File: src/rtl/id_ex_stage.sv
// ID/EX pipeline register with operand forwarding and load-use stall.
// Define ID_EX_FWD_EN for forwarding; otherwise RAW hazards stall.
module id_ex_stage (
    input  logic        clk,
    input  logic        reset,
    input  logic        id_valid,
    input  logic [4:0]  id_rs,
    input  logic [4:0]  id_rt,
    input  logic [4:0]  id_dest,
    input  logic [31:0] id_rs_data,
    input  logic [31:0] id_rt_data,
    input  logic [31:0] id_imm,
    input  logic        id_alu_src,
    input  logic [3:0]  id_alu_control,
    input  logic        id_reg_write,
    input  logic        id_mem_read,
    input  logic        id_mem_write,
    input  logic        flush,
    input  logic        exmem_reg_write,
    input  logic [4:0]  exmem_rd,
    input  logic [31:0] exmem_result,
    input  logic        memwb_reg_write,
    input  logic [4:0]  memwb_rd,
    input  logic [31:0] memwb_result,
    output logic [31:0] A,
    output logic [31:0] B,
    output logic [3:0]  ALUControl,
    output logic        ex_valid,
    output logic        ex_reg_write,
    output logic        ex_mem_read,
    output logic        ex_mem_write,
    output logic [4:0]  ex_dest,
    output logic [31:0] ex_store_data,
    output logic        stall
);

    typedef struct packed {
        logic        valid;
        logic [4:0]  rs;
        logic [4:0]  rt;
        logic [4:0]  dest;
        logic [31:0] rs_data;
        logic [31:0] rt_data;
        logic [31:0] imm;
        logic        alu_src;
        logic [3:0]  alu_ctl;
        logic        reg_write;
        logic        mem_read;
        logic        mem_write;
    } id_ex_t;

    id_ex_t q;
    id_ex_t d;

    always_comb begin
        d           = '0;
        d.valid     = id_valid;
        d.rs        = id_rs;
        d.rt        = id_rt;
        d.dest      = id_dest;
        d.rs_data   = id_rs_data;
        d.rt_data   = id_rt_data;
        d.imm       = id_imm;
        d.alu_src   = id_alu_src;
        d.alu_ctl   = id_alu_control;
        d.reg_write = id_reg_write;
        d.mem_read  = id_mem_read;
        d.mem_write = id_mem_write;
    end

    always_ff @(posedge clk) begin
        if (reset) begin
            q <= '0;
        end else if (flush || stall) begin
            q.valid <= 1'b0;
        end else begin
            q <= d;
        end
    end

    // rt only matters when it feeds the ALU or is store data
    logic rt_used;
    logic ex_hit;
    logic load_use;

    assign rt_used = ~id_alu_src | id_mem_write;
    assign ex_hit  = (q.dest != 5'd0) &&
                     ((q.dest == id_rs) ||
                      ((q.dest == id_rt) && rt_used));

    assign load_use = id_valid & q.valid & q.mem_read & ex_hit;

    logic [31:0] rs_fwd;
    logic [31:0] rt_fwd;

`ifdef ID_EX_FWD_EN
    function automatic logic [31:0] fwd(
        input logic [4:0]  r,
        input logic [31:0] d_reg
    );
        if (exmem_reg_write && exmem_rd != 5'd0 && exmem_rd == r)
            return exmem_result;
        else if (memwb_reg_write && memwb_rd != 5'd0 && memwb_rd == r)
            return memwb_result;
        else
            return d_reg;
    endfunction

    assign rs_fwd = fwd(q.rs, q.rs_data);
    assign rt_fwd = fwd(q.rt, q.rt_data);
    assign stall  = load_use;
`else
    logic mem_hit;
    logic raw_hz;
    logic unused_fwd;

    assign mem_hit = (exmem_rd != 5'd0) &&
                     ((exmem_rd == id_rs) ||
                      ((exmem_rd == id_rt) && rt_used));

    // without bypass, any in-flight producer must drain to WB first
    assign raw_hz = id_valid &
                    ((q.valid & q.reg_write & ex_hit) |
                     (exmem_reg_write & mem_hit));

    assign rs_fwd     = q.rs_data;
    assign rt_fwd     = q.rt_data;
    assign stall      = load_use | raw_hz;
    assign unused_fwd = ^{exmem_result, memwb_reg_write,
                          memwb_rd, memwb_result};
`endif

    assign A             = rs_fwd;
    assign B             = q.alu_src ? q.imm : rt_fwd;
    assign ex_store_data = rt_fwd;
    assign ALUControl    = q.alu_ctl;
    assign ex_valid      = q.valid;
    assign ex_dest       = q.dest;
    assign ex_reg_write  = q.reg_write & q.valid;
    assign ex_mem_read   = q.mem_read & q.valid;
    assign ex_mem_write  = q.mem_write & q.valid;

endmodule

File: config.mk
export PLATFORM = sky130hd
export DESIGN_NAME = id_ex_stage
export DESIGN_NICKNAME = d
export VERILOG_FILES = /design/src/rtl/id_ex_stage.sv
export SDC_FILE = /design/constraint.sdc
export NUM_CORES = 1
export LEC_CHECK = 0
export BUFFER_PORTS_ARGS = -buffer_cell sky130_fd_sc_hd__clkbuf_2
export CAP_MARGIN = 5
export CORE_AREA = 2 2 121 123
export DETAILED_ROUTE_END_ITERATION = 7
export DIE_AREA = 0 0 123 125
export MAX_ROUTING_LAYER = met4
export PLACE_DENSITY = 0.8
export SYNTH_ARGS = -nofsm -noshare
export SYNTH_HDL_FRONTEND = slang
export SYNTH_SLANG_ARGS = --single-unit
File: constraint.sdc
create_clock -name clk -period 2.3 [get_ports clk]
set_input_delay 0.345 -clock clk [delete_from_list [all_inputs] [get_ports clk]]
set_output_delay 0.345 -clock clk [all_outputs]
set_load 0.005 [all_outputs]
== Word level (Yosys, flattened, before mapping) ==
Index checks and enable logic that the tools add are counted.

* Register bits: 110
* Latch bits: 0
* Memory bits (writable): 0
* Memory bits (read-only): 0
* Output and inout port bits: 110
* Word-level logic and storage cells: 38
* Memories: 0

* Add/subtract/negate cells: 0
* Multipliers: 0
* Divide/modulo/power cells: 0
* $lt $le $gt $ge: 0
* Equal/unequal tests: 4
* Shift operators: 0
* Muxes and demuxes: 1
* Bitwise logic cells: 13
* Reductions and logical operators: 10

{| class="wikitable"
|+ Operator list
! kind !! number
|-
| $mux W32 || 1
|-
| $eq A5 B5 Y1 || 4
|-
| $reduce_bool A5 Y1 || 2
|-
| $and A1 B1 Y1 || 9
|-
| $logic_and A1 B1 Y1 || 4
|-
| $logic_or A1 B1 Y1 || 3
|-
| $or A1 B1 Y1 || 3
|-
| $reduce_or A2 Y1 || 1
|-
| $not A1 Y1 || 1
|}

== Depth between registers and ports, before layout ==
Gate-level depths: netlist (run 1).

* Word-level depth: 11
* Mapped depth: 7

== Least setup slack after synthesis (run 1) ==
No wires, ideal clock.

* Path type: in2reg
* From: input exmem_rd[1]
* To: register q, in the netlist ALUControl[0]
* Setup time: 0.072 ns
* Data arrival time: 1.780 ns
* Required time: 2.228 ns
* Slack: 0.448 ns
* Cell stages on the path: 6
* Path buffers: 2
* Cells stage by stage: or4_1 o211ai_1 o221a_2 buf_6 buf_8 mux2i_1

* Word-level cells in the longest chain between the ends: 9
* Elaborated cells between the ends (all ways): 11
* Classes of those cells: eq/ne: 2; bitwise: 4; reduce/logical: 5

{| class="wikitable"
|+ RTL lines
! what !! RTL line !! source
|-
| start, declared || 20 || <nowiki>input logic [4:0] exmem_rd,</nowiki>
|-
| $eq A5 B5 Y1 || 119 || <nowiki>((exmem_rd == id_rt) && rt_used));</nowiki>
|-
| $logic_and A1 B1 Y1 || 119 ||
|-
| $logic_or A1 B1 Y1 || 118 || <nowiki>((exmem_rd == id_rs) ||</nowiki>
|-
| $logic_and A1 B1 Y1 * || 117 || <nowiki>assign mem_hit = (exmem_rd != 5'd0) &&</nowiki>
|-
| $and A1 B1 Y1 * || 124 || <nowiki>(exmem_reg_write & mem_hit));</nowiki>
|-
| $or A1 B1 Y1 * || 123 || <nowiki>((q.valid & q.reg_write & ex_hit) |</nowiki>
|-
| $and A1 B1 Y1 * || 122 || <nowiki>assign raw_hz = id_valid &</nowiki>
|-
| $or A1 B1 Y1 * || 128 || <nowiki>assign stall = load_use | raw_hz;</nowiki>
|-
| $logic_or A1 B1 Y1 * || 74 || <nowiki>end else if (flush || stall) begin</nowiki>
|-
| end, declared || 52 || <nowiki>id_ex_t q;</nowiki>
|}

Mark *: on every way between the ends. The rest lies on a longest branch, timed or not.
A chain may end at the register's enable or synchronous reset.

== Worst setup path after layout (run 1) ==
* From: register q, in the netlist ex_dest[1]
* To: output stall

* Word-level cells in the longest chain between the ends: 8
* Elaborated cells between the ends (all ways): 11
* Classes of those cells: eq/ne: 2; bitwise: 5; reduce/logical: 4

{| class="wikitable"
|+ RTL lines
! what !! RTL line !! source
|-
| $eq A5 B5 Y1 || 89 || <nowiki>((q.dest == id_rt) && rt_used));</nowiki>
|-
| $logic_and A1 B1 Y1 || 89 ||
|-
| $logic_or A1 B1 Y1 || 88 || <nowiki>((q.dest == id_rs) ||</nowiki>
|-
| $logic_and A1 B1 Y1 * || 87 || <nowiki>assign ex_hit = (q.dest != 5'd0) &&</nowiki>
|-
| $and A1 B1 Y1 || 123 ||
|-
| $or A1 B1 Y1 || 123 ||
|-
| $and A1 B1 Y1 || 122 ||
|-
| $or A1 B1 Y1 * || 128 ||
|-
| end, declared || 34 || <nowiki>output logic stall</nowiki>
|}

Marked as above.

==> flow_metrics.py, run 1 <==
metrics = {
    "sta": {
        "clock_skew_ns": 0.00948,
        "rsz0062_at_grt": "no",
        "max_freq_mhz": 481,
        "period_share_pct": 90.4,
        "finalSetupViolCount": 0,
        "final.setup.tns_ns": 0,
        "final_hold_viol_count": 0,
        "tightest_slew_ns": 0.647,
        "maxSlewViolCount": 0,
        "min_period_ns": 2.08,
        "slew-limit-headroom_pct": 56.8,
    },
    "floorplanning": {
        "rows": 44,
        "ios": 309,
        "start_util_pct": 43.3,
        "dieWidth_um": 123,
        "die_y_um": 125,
        "dieArea_um2": 15400,
        "core_region_area_um2": 14200,
    },
    "grt": {
        "grt_pass1_wl_um": 19700,
        "grt_max_degree": 220,
        "use_met1_pct": 18.1,
        "gr-usage-met3_pct": 5.25,
        "grt_usage_pct": 16.3,
        "grt_overflow": 0,
        "grt_antenna_before_repair": 0,
        "grt_pass1_vias": 4329,
        "grt_use_met2_pct": 27.2,
        "busiest_layer": "met2",
    },
    "cells_and_area": {
        "multiInputGateArea_um2": 3140,
        "layout_common_cells": "237 x clkbuf_2, 218 x nand2b_1, 109 x dfxtp_1, 109 x mux2i_1, 32 x mux2_2",
        "final_common_cell": "clkbuf_2",
        "layout.nets": 980,
        "syn2layout_area_growth_pct": 19.9,
        "drive_gt1_share_pct": 39.3,
        "fillers": 1293,
        "register_area_um2": 2200,
        "n_antenna_cell": 0,
    },
    "synth": {
        "synth_top_area_share_pct": 35.8,
        "ys_ff_latch": 110,
        "synth.distinct_cells": 24,
        "ys_seq_area_share_pct": 35.8,
        "synth_area_um2": 6150,
        "synth_area_leader_cell": "dfxtp_1",
        "syn_nets": 823,
        "synth_area_leaders": "dfxtp_1 36%, nand2b_1 22%, mux2i_1 18%",
        "yosys_warnings": 0,
        "avgSynthCellArea_um2": 9.86,
        "synthCells": 624,
    },
    "routing": {
        "num_vias": 4451,
        "antenna_left": 0,
        "wl_um": 12500,
        "routedWlPerCell_um": 12.9,
        "drc_errors": 0,
        "via_per_inst": 4.59,
        "drt-pass1-iter-count": 4,
        "drt_iter0_markers": 99,
    },
    "placed_design": {
        "gp_congestion": 0.741,
        "port_buffers": 238,
        "hpwlAfterDp_um": 9250,
    },
    "critical_path": {
        "endpoint_kind": "output pin",
        "critPathKind": "reg -> out",
        "path_buf_inv": 1,
        "path_cells": "xnor2_1 > nand4_1 > o32a_1 > o22ai_1 > clkbuf_2",
        "reg2reg_slack_ns": 0.29,
        "reg2reg_from": "ex_dest[1]$_SDFFE_PP0N_",
        "critical_path_arrival_ns": 1.73,
        "cp_top_family": "compound AO/OA/AOI/OAI gates",
        "cp_max_fo": 5,
        "critPathSlowestCell": "dfxtp_1",
        "cp-start-kind": "flop",
        "cp_data_required_time_ns": 1.96,
        "reg2reg_depth": 7,
        "max_stage_delay_ns": 0.43,
        "rr_endpoint": "ex_store_data[15]$_SDFFE_PP0N_",
    },
    "pwr": {
        "leakage_nw": 3.55,
        "power_density_nw_per_um2": 624,
        "p_total_mw": 4.60,
        "peakVddDrop_v": 0.000301,
    },
    "clock_network": {
        "cts_setup_buffers": 0,
        "numCtsBuffers": 9,
        "cts_hold_buf": 0,
        "cts_tree": "built",
        "cts.reportedPaths.clkPinSlew_ns": 0.08,
        "numClockSinks": 110,
        "ctsResizeCount": 0,
        "insertion_delay_ns": 0.35,
        "ctsHtreeMaxLevel": 3,
        "root_buffer": "clkbuf_16",
        "clk_path_buf_depth": 2,
    },
    "min_path": {
        "min_from": "id_rs_data[21]",
        "hold_class": "in -> reg",
        "worstHoldPathCells": 3,
        "holdPathEnd": "A[21]$_SDFFE_PP0N_",
    },
    "job": {
        "cap_viol_max_count": 0,
    },
    "outcome": {
        "outcome": "completed",
    },
}
[cell type report]
type	count	area share [%]
Inverter	1	0.0509
Clock buffer	10	3.24
Timing Repair Buffer	259	20.0
Tap cell	184	3.12
Multi-Input combinational cell	400	42.5
Sequential cell	110	29.9
Clock inverter	6	1.24
[worst max-delay path by stage]
stage | end | startpoint | cells after the start
after floorplan | ALUControl[0]$_SDFFE_PP0N_ | exmem_rd[1] | 6
after global placement | ex_store_data[15]$_SDFFE_PP0N_ | exmem_rd[1] | 7
after detailed placement | q[13]$_SDFFE_PP0N_ | exmem_rd[1] | 7
after CTS | stall | ex_dest[1]$_SDFFE_PP0N_ | 5
after global routing | stall | ex_dest[1]$_SDFFE_PP0N_ | 5
final | stall | ex_dest[1]$_SDFFE_PP0N_ | 5
[kinds of logic after synthesis]
family          count (synthesis)  share of synthesized area (%)
simple gates                  233                           23.5
compound gates                  6                          0.854
buf+inv                       114                           13.4
xor+xnor                       20                           2.85
flops                         110                           35.8
mux                           141                           23.6
[metal layers]
layer / up-vias / part of all wire (%)
met4: 0 / 1.6
met1: 2010 / 42
li1: 2265 / -
met5: - / 0
met3: 14 / 9.6
met2: 162 / 46
[synth_stat cells]
| cell | n |
|---|---|
| buf_4 | 74 |
| dfxtp_1 | 110 |
| nor2_1 | 1 |
| nand2b_1 | 218 |
| o221a_2 | 1 |
| nand4_1 | 2 |
| mux2_2 | 32 |
| nor3_1 | 1 |
| xor2_1 | 2 |
| buf_8 | 10 |
| inv_1 | 1 |
| clkbuf_1 | 28 |
| xnor2_1 | 18 |
| nand3_1 | 2 |
| nand2_1 | 3 |
| and3b_1 | 1 |
| o22ai_1 | 1 |
| and2_1 | 3 |
| mux2i_1 | 109 |
| o211ai_1 | 2 |
| or4_1 | 1 |
| buf_6 | 1 |
| nor2b_1 | 1 |
| o32a_1 | 2 |
[per-stage QoR]
stage | cell area [um^2] | worst slack (ns) | utilization, % | hold slack [ns] | std cells
CTS | 7380 | 0.188 | 52.0 | 0.211 | 970
finish | 7380 | 0.221 | 52.0 | 0.231 | 970
global route | 7380 | 0.123 | 52.0 | 0.231 | 970
floorplan | 6150 | 0.448 | - | 0.444 | 624
detailed placement | 7050 | 0.0963 | 49.6 | 0.460 | 954
global placement | 7050 | 0.142 | 49.6 | 0.455 | 954
[worst reg2reg max path, stage by stage (launching register included)]
cell     delay (ns)
dfxtp_1        0.43
xnor2_1        0.14
nand4_1        0.11
o32a_1         0.40
o221a_4        0.33
buf_12         0.18
buf_12         0.20
mux2i_1        0.12
[power breakdown]
part           internal, mW  switching [mW]
clock network         0.993           0.719
registers              2.03          0.0763
logic                 0.457           0.329
total                  3.48            1.12
[flip-flops by register name (all words and copies together), names as in the netlist]
register / cells
q: 36
ex_store_data: 32
ALUControl: 4
A: 32
ex_valid: 1
ex_dest: 5
No activity file was read; power rests on OpenSTA's default activity.
==> run 2: changes to the inputs <==
--- a/config.mk
+++ b/config.mk
@@ -7,11 +7,14 @@
 export LEC_CHECK = 0
 export BUFFER_PORTS_ARGS = -buffer_cell sky130_fd_sc_hd__clkbuf_2
 export CAP_MARGIN = 5
-export CORE_AREA = 2 2 121 123
+export CELL_PAD_IN_SITES_DETAIL_PLACEMENT = 0
+export CELL_PAD_IN_SITES_GLOBAL_PLACEMENT = 1
+export CORE_ASPECT_RATIO = 1.2
+export CORE_MARGIN = 5
+export CORE_UTILIZATION = 34
 export DETAILED_ROUTE_END_ITERATION = 7
-export DIE_AREA = 0 0 123 125
 export MAX_ROUTING_LAYER = met4
-export PLACE_DENSITY = 0.8
+export PLACE_DENSITY = 0.85
 export SYNTH_ARGS = -nofsm -noshare
 export SYNTH_HDL_FRONTEND = slang
 export SYNTH_SLANG_ARGS = --single-unit
==> flow_metrics.py, run 2 (synthesis results as in run 1) <==
metrics = {
    "placed_design": {
        "hpwlAfterDp_um": 10100,
        "place_ws_ns": 0.110,
        "gp_congestion": 0.788,
        "port_buffers": 238,
    },
    "clock_network": {
        "cts_setup_buffers": 0,
        "insertion_delay_ns": 0.34,
        "clk_path_buf_depth": 2,
        "ctsResizeCount": 0,
        "cts_tree": "built",
        "ctsHtreeMaxLevel": 3,
        "cts_hold_buf": 0,
        "numClockSinks": 110,
        "numCtsBuffers": 9,
        "root_buffer": "clkbuf_16",
        "cts.reportedPaths.clkPinSlew_ns": 0.08,
    },
    "routing": {
        "num_vias": 4381,
        "drt-pass1-iter-count": 4,
        "drt_iter0_markers": 145,
        "drc_errors": 0,
        "wl_um": 14000,
        "routedWlPerCell_um": 14.0,
        "antenna_left": 0,
        "via_per_inst": 4.39,
    },
    "sta": {
        "rsz0062_at_grt": "no",
        "maxSlewViolCount": 0,
        "slew-limit-headroom_pct": 70.1,
        "finalSetupViolCount": 0,
        "final.setup.tns_ns": 0,
        "clock_skew_ns": 0.00694,
        "setup_ws_ns": 0.195,
        "min_period_ns": 2.11,
        "tightest_slew_ns": 0.448,
        "final_hold_viol_count": 0,
        "max_freq_mhz": 475,
        "period_share_pct": 91.5,
    },
    "grt": {
        "grt_overflow": 0,
        "grt_pass1_vias": 4619,
        "grt_usage_pct": 13.8,
        "grt_max_degree": 83,
        "grt_antenna_before_repair": 0,
        "grt_pass1_wl_um": 23000,
    },
    "critical_path": {
        "cp_data_required_time_ns": 1.96,
        "critPathKind": "reg -> out",
        "cp_max_fo": 5,
        "critical_path_arrival_ns": 1.76,
        "endpoint_kind": "output pin",
        "cp-start-kind": "flop",
    },
    "pwr": {
        "pwr-share-comb_pct": 16.8,
        "power_density_nw_per_um2": 624,
        "peakVddDrop_v": 0.000310,
        "leakage_nw": 3.46,
        "pwr-share-clk_pct": 36.8,
        "intPower_mw": 3.41,
        "switchingPower_mw": 1.12,
        "swShare_pct": 24.8,
        "seq_power_share_pct": 46.4,
        "p_total_mw": 4.54,
    },
    "cells_and_area": {
        "n_antenna_cell": 0,
        "largest_register_ff_count": 36,
        "drive_gt1_share_pct": 38.1,
        "layout.nets": 969,
        "syn2layout_area_growth_pct": 18.2,
        "top_register": "q",
        "final_common_cell": "clkbuf_2",
        "layout_common_cells": "237 x clkbuf_2, 218 x nand2b_1, 109 x dfxtp_1, 109 x mux2i_1, 32 x mux2_2",
    },
    "floorplanning": {
        "ios": 309,
        "core_region_area_um2": 18000,
        "rows": 54,
        "die_y_um": 157,
        "dieWidth_um": 133,
        "start_util_pct": 34.2,
        "dieArea_um2": 20900,
    },
    "min_path": {
        "hold_class": "in -> reg",
    },
    "outcome": {
        "outcome": "completed",
    },
    "job": {
        "cap_viol_max_count": 0,
    },
}
## run 2: cell count changes in the layout (fill, tap and decap cells not counted)
cell | previous run | this run
clkbuf_1 | 0 | 2
clkbuf_8 | 1 | 0
buf_4 | 12 | 5
inv_6 | 2 | 0
buf_12 | 10 | 6
clkinvlp_4 | 0 | 1
clkinv_4 | 1 | 0
## run 2: final cells by class
| cell class | count | area, um^2 |
|---|---|---|
| tap | 224 | 280 |
| clock inverter | 4 | 72.6 |
| inverter | 1 | 3.75 |
| clock buffer | 11 | 233 |
| multi-input combinational | 400 | 3140 |
| sequential | 110 | 2200 |
| fill | 1842 | 10700 |
| timing repair buffer | 248 | 1340 |
## run 2: power groups by stage
stage	clock [mW]	combinational, mW	sequential, mW
floorplan	0	0.572	2.13
global placement	0	0.771	2.15
detailed placement	0	0.778	2.15
CTS	1.74	0.782	2.11
global route	1.81	0.852	2.12
finish	1.67	0.763	2.10
## run 2: metal layers
layer / track usage [%] / part of all wire, %
met1: 17.2 / 46
met5: - / 0
met2: 21.8 / 45
met3: 4.12 / 7.3
met4: 4.26 / 1.6
## run 2: path summary, 6_finish.rpt
| kind | start | end | slack, ns | cells past startpoint |
|---|---|---|---|---|
| min | id_rs_data[13] | A[13]$_SDFFE_PP0N_ | 0.23 | 3 |
| max | ex_dest[1]$_SDFFE_PP0N_ | stall | 0.19 | 5 |
| max reg2reg | ex_dest[1]$_SDFFE_PP0N_ | ex_store_data[17]$_SDFFE_PP0N_ | 0.34 | 6 |
| min reg2reg | q[20]$_SDFFE_PP0N_ | q[20]$_SDFFE_PP0N_ | 0.47 | 2 |
## run 2: worst max-delay path, cell delays in order (launching register included)
cell	delay, ns
dfxtp_1	0.46
xnor2_1	0.15
nand4_1	0.11
o32a_1	0.39
o22ai_1	0.17
clkbuf_2	0.15
## run 2: metrics by stage
stage,instance area (um^2),utilization [%],hold slack [ns],cells
2_1_floorplan,6150,-,0.444,624
3_3_place_gp,6970,38.8,0.456,983
3_5_place_dp,6970,38.8,0.459,983
4_1_cts,7270,40.5,0.206,998
5_1_grt,7270,40.5,0.216,998
6_report,7270,40.5,0.231,998
==> run 3: changes to the inputs <==
--- a/config.mk
+++ b/config.mk
@@ -15,6 +15,7 @@
 export DETAILED_ROUTE_END_ITERATION = 7
 export MAX_ROUTING_LAYER = met4
 export PLACE_DENSITY = 0.85
+export REMOVE_ABC_BUFFERS = 1
 export SYNTH_ARGS = -nofsm -noshare
 export SYNTH_HDL_FRONTEND = slang
 export SYNTH_SLANG_ARGS = --single-unit
==> flow_metrics.py, run 3 (synthesis results as in run 1) <==
metrics = {
    "clock_network": {
        "cts.reportedPaths.clkPinSlew_ns": 0.08,
        "cts_hold_buf": 0,
        "numClockSinks": 110,
        "cts_tree": "built",
        "insertion_delay_ns": 0.35,
        "ctsHtreeMaxLevel": 3,
        "numCtsBuffers": 9,
        "root_buffer": "clkbuf_16",
        "clk_path_buf_depth": 2,
    },
    "floorplanning": {
        "rows": 54,
        "core_region_area_um2": 18000,
        "ios": 309,
        "start_util_pct": 34.2,
        "dieWidth_um": 133,
        "die_y_um": 157,
        "dieArea_um2": 20900,
    },
    "sta": {
        "final_hold_viol_count": 0,
        "period_share_pct": 95.4,
        "maxSlewViolCount": 0,
        "tightest_slew_ns": 0.379,
        "max_freq_mhz": 456,
        "final.setup.tns_ns": 0,
        "min_period_ns": 2.20,
        "hold_ws_ns": 0.230,
        "rsz0062_at_grt": "no",
        "slew-limit-headroom_pct": 74.7,
        "finalSetupViolCount": 0,
        "clock_skew_ns": 0.0134,
    },
    "routing": {
        "antenna_left": 0,
        "num_vias": 4338,
        "drt_iter0_markers": 141,
        "drc_errors": 0,
        "wl_um": 13700,
        "routedWlPerCell_um": 13.6,
        "via_per_inst": 4.31,
        "drt-pass1-iter-count": 4,
    },
    "min_path": {
        "worstHoldPathCells": 3,
        "min_from": "id_rs_data[14]",
        "hold_class": "in -> reg",
    },
    "cells_and_area": {
        "top_register": "q",
        "fillers": 1827,
        "layout.nets": 975,
        "final_common_cell": "clkbuf_2",
        "drive_gt1_share_pct": 38.7,
        "layout_common_cells": "237 x clkbuf_2, 218 x nand2b_1, 109 x mux2i_1",
        "syn2layout_area_growth_pct": 18.5,
        "largest_register_ff_count": 36,
    },
    "critical_path": {
        "reg2reg_from": "ex_dest[4]$_SDFFE_PP0N_",
        "cp-startpoint": "ex_dest[4]$_SDFFE_PP0N_",
        "max_stage_delay_ns": 0.47,
        "critPathKind": "reg -> out",
        "critPathSlowestCell": "dfxtp_1",
        "path_buf_inv": 1,
        "path_cells": "xnor2_1 > nand4_1 > o32a_1 > o22ai_1 > clkbuf_2",
        "endpoint_kind": "output pin",
        "cp-start-kind": "flop",
        "cp_max_fo": 5,
        "reg2reg_depth": 7,
        "cp_data_required_time_ns": 1.96,
        "cp_top_family": "compound AO/OA/AOI/OAI gates",
        "cp.depth": 5,
        "critical_path_arrival_ns": 1.85,
    },
    "placed_design": {
        "port_buffers": 238,
        "gp_congestion": 0.781,
        "hpwlAfterDp_um": 10300,
    },
    "grt": {
        "grt_pass1_vias": 4389,
        "grt_max_degree": 121,
        "grt_antenna_before_repair": 1,
        "grt_overflow": 0,
        "grt_pass1_wl_um": 21900,
        "grt_usage_pct": 13.2,
    },
    "outcome": {
        "outcome": "completed",
    },
    "job": {
        "cap_viol_max_count": 0,
    },
    "pwr": {
        "peakVddDrop_v": 0.000287,
        "power_density_nw_per_um2": 609,
        "leakage_nw": 3.47,
    },
}
## run 3: area by class of cell
type	instances	area, um^2	share of cell area [%]
antenna	1	2.50	0.0343
tap	224	280	3.84
clock inverter	4	55.1	0.755
timing repair buffer	254	1380	18.9
inverter	1	3.75	0.0515
multi-input combinational	400	3140	43.0
clock buffer	12	236	3.24
sequential	110	2200	30.2
## run 3: worst paths after layout
path / end / slack, ns
setup / recovery: stall / 0.10
hold / removal: A[14]$_SDFFE_PP0N_ / 0.23
setup reg to reg: q[12]$_SDFFE_PP0N_ / 0.27
hold reg to reg: q[10]$_SDFFE_PP0N_ / 0.47
## run 3: through the flow
step                      util, %  setup slack (ns)  instances  power [mW]  cell area (um^2)
after floorplan                 -             -1.33        511        2.55              5330
after global placement       38.9             0.105        989        2.92              7000
after detailed placement     38.9            0.0992        989        2.93              7000
after CTS                    40.6            0.0525       1005        4.55              7290
after global routing         40.6            0.0156       1006        4.69              7290
final                        40.6             0.105       1006        4.44              7290
## run 3: worst min-delay path, stage by stage
cell and delay, ns:
clkbuf_2 0.08, nand2b_1 0.06, mux2i_1 0.06
## run 3: power breakdown
| group | internal, mW | switching, mW |
|---|---|---|
| Clock | 0.854 | 0.718 |
| Combinational | 0.437 | 0.330 |
| Sequential | 2.03 | 0.0759 |
## run 3: routing by layer
metal	part of all wire, %	up-vias	GRT usage [%]
li1	-	2257	-
met1	45	1941	16.2
met2	48	131	21.3
met3	5.7	9	3.61
met4	0.91	0	3.66
met5	0	-	-
## run 3: repair_timing
action	4_1_cts	5_1_grt
gates resized for setup	0	1
endpoints found under the hold margin	0	0
setup endpoints to repair	0	1
setup buffers	0	0
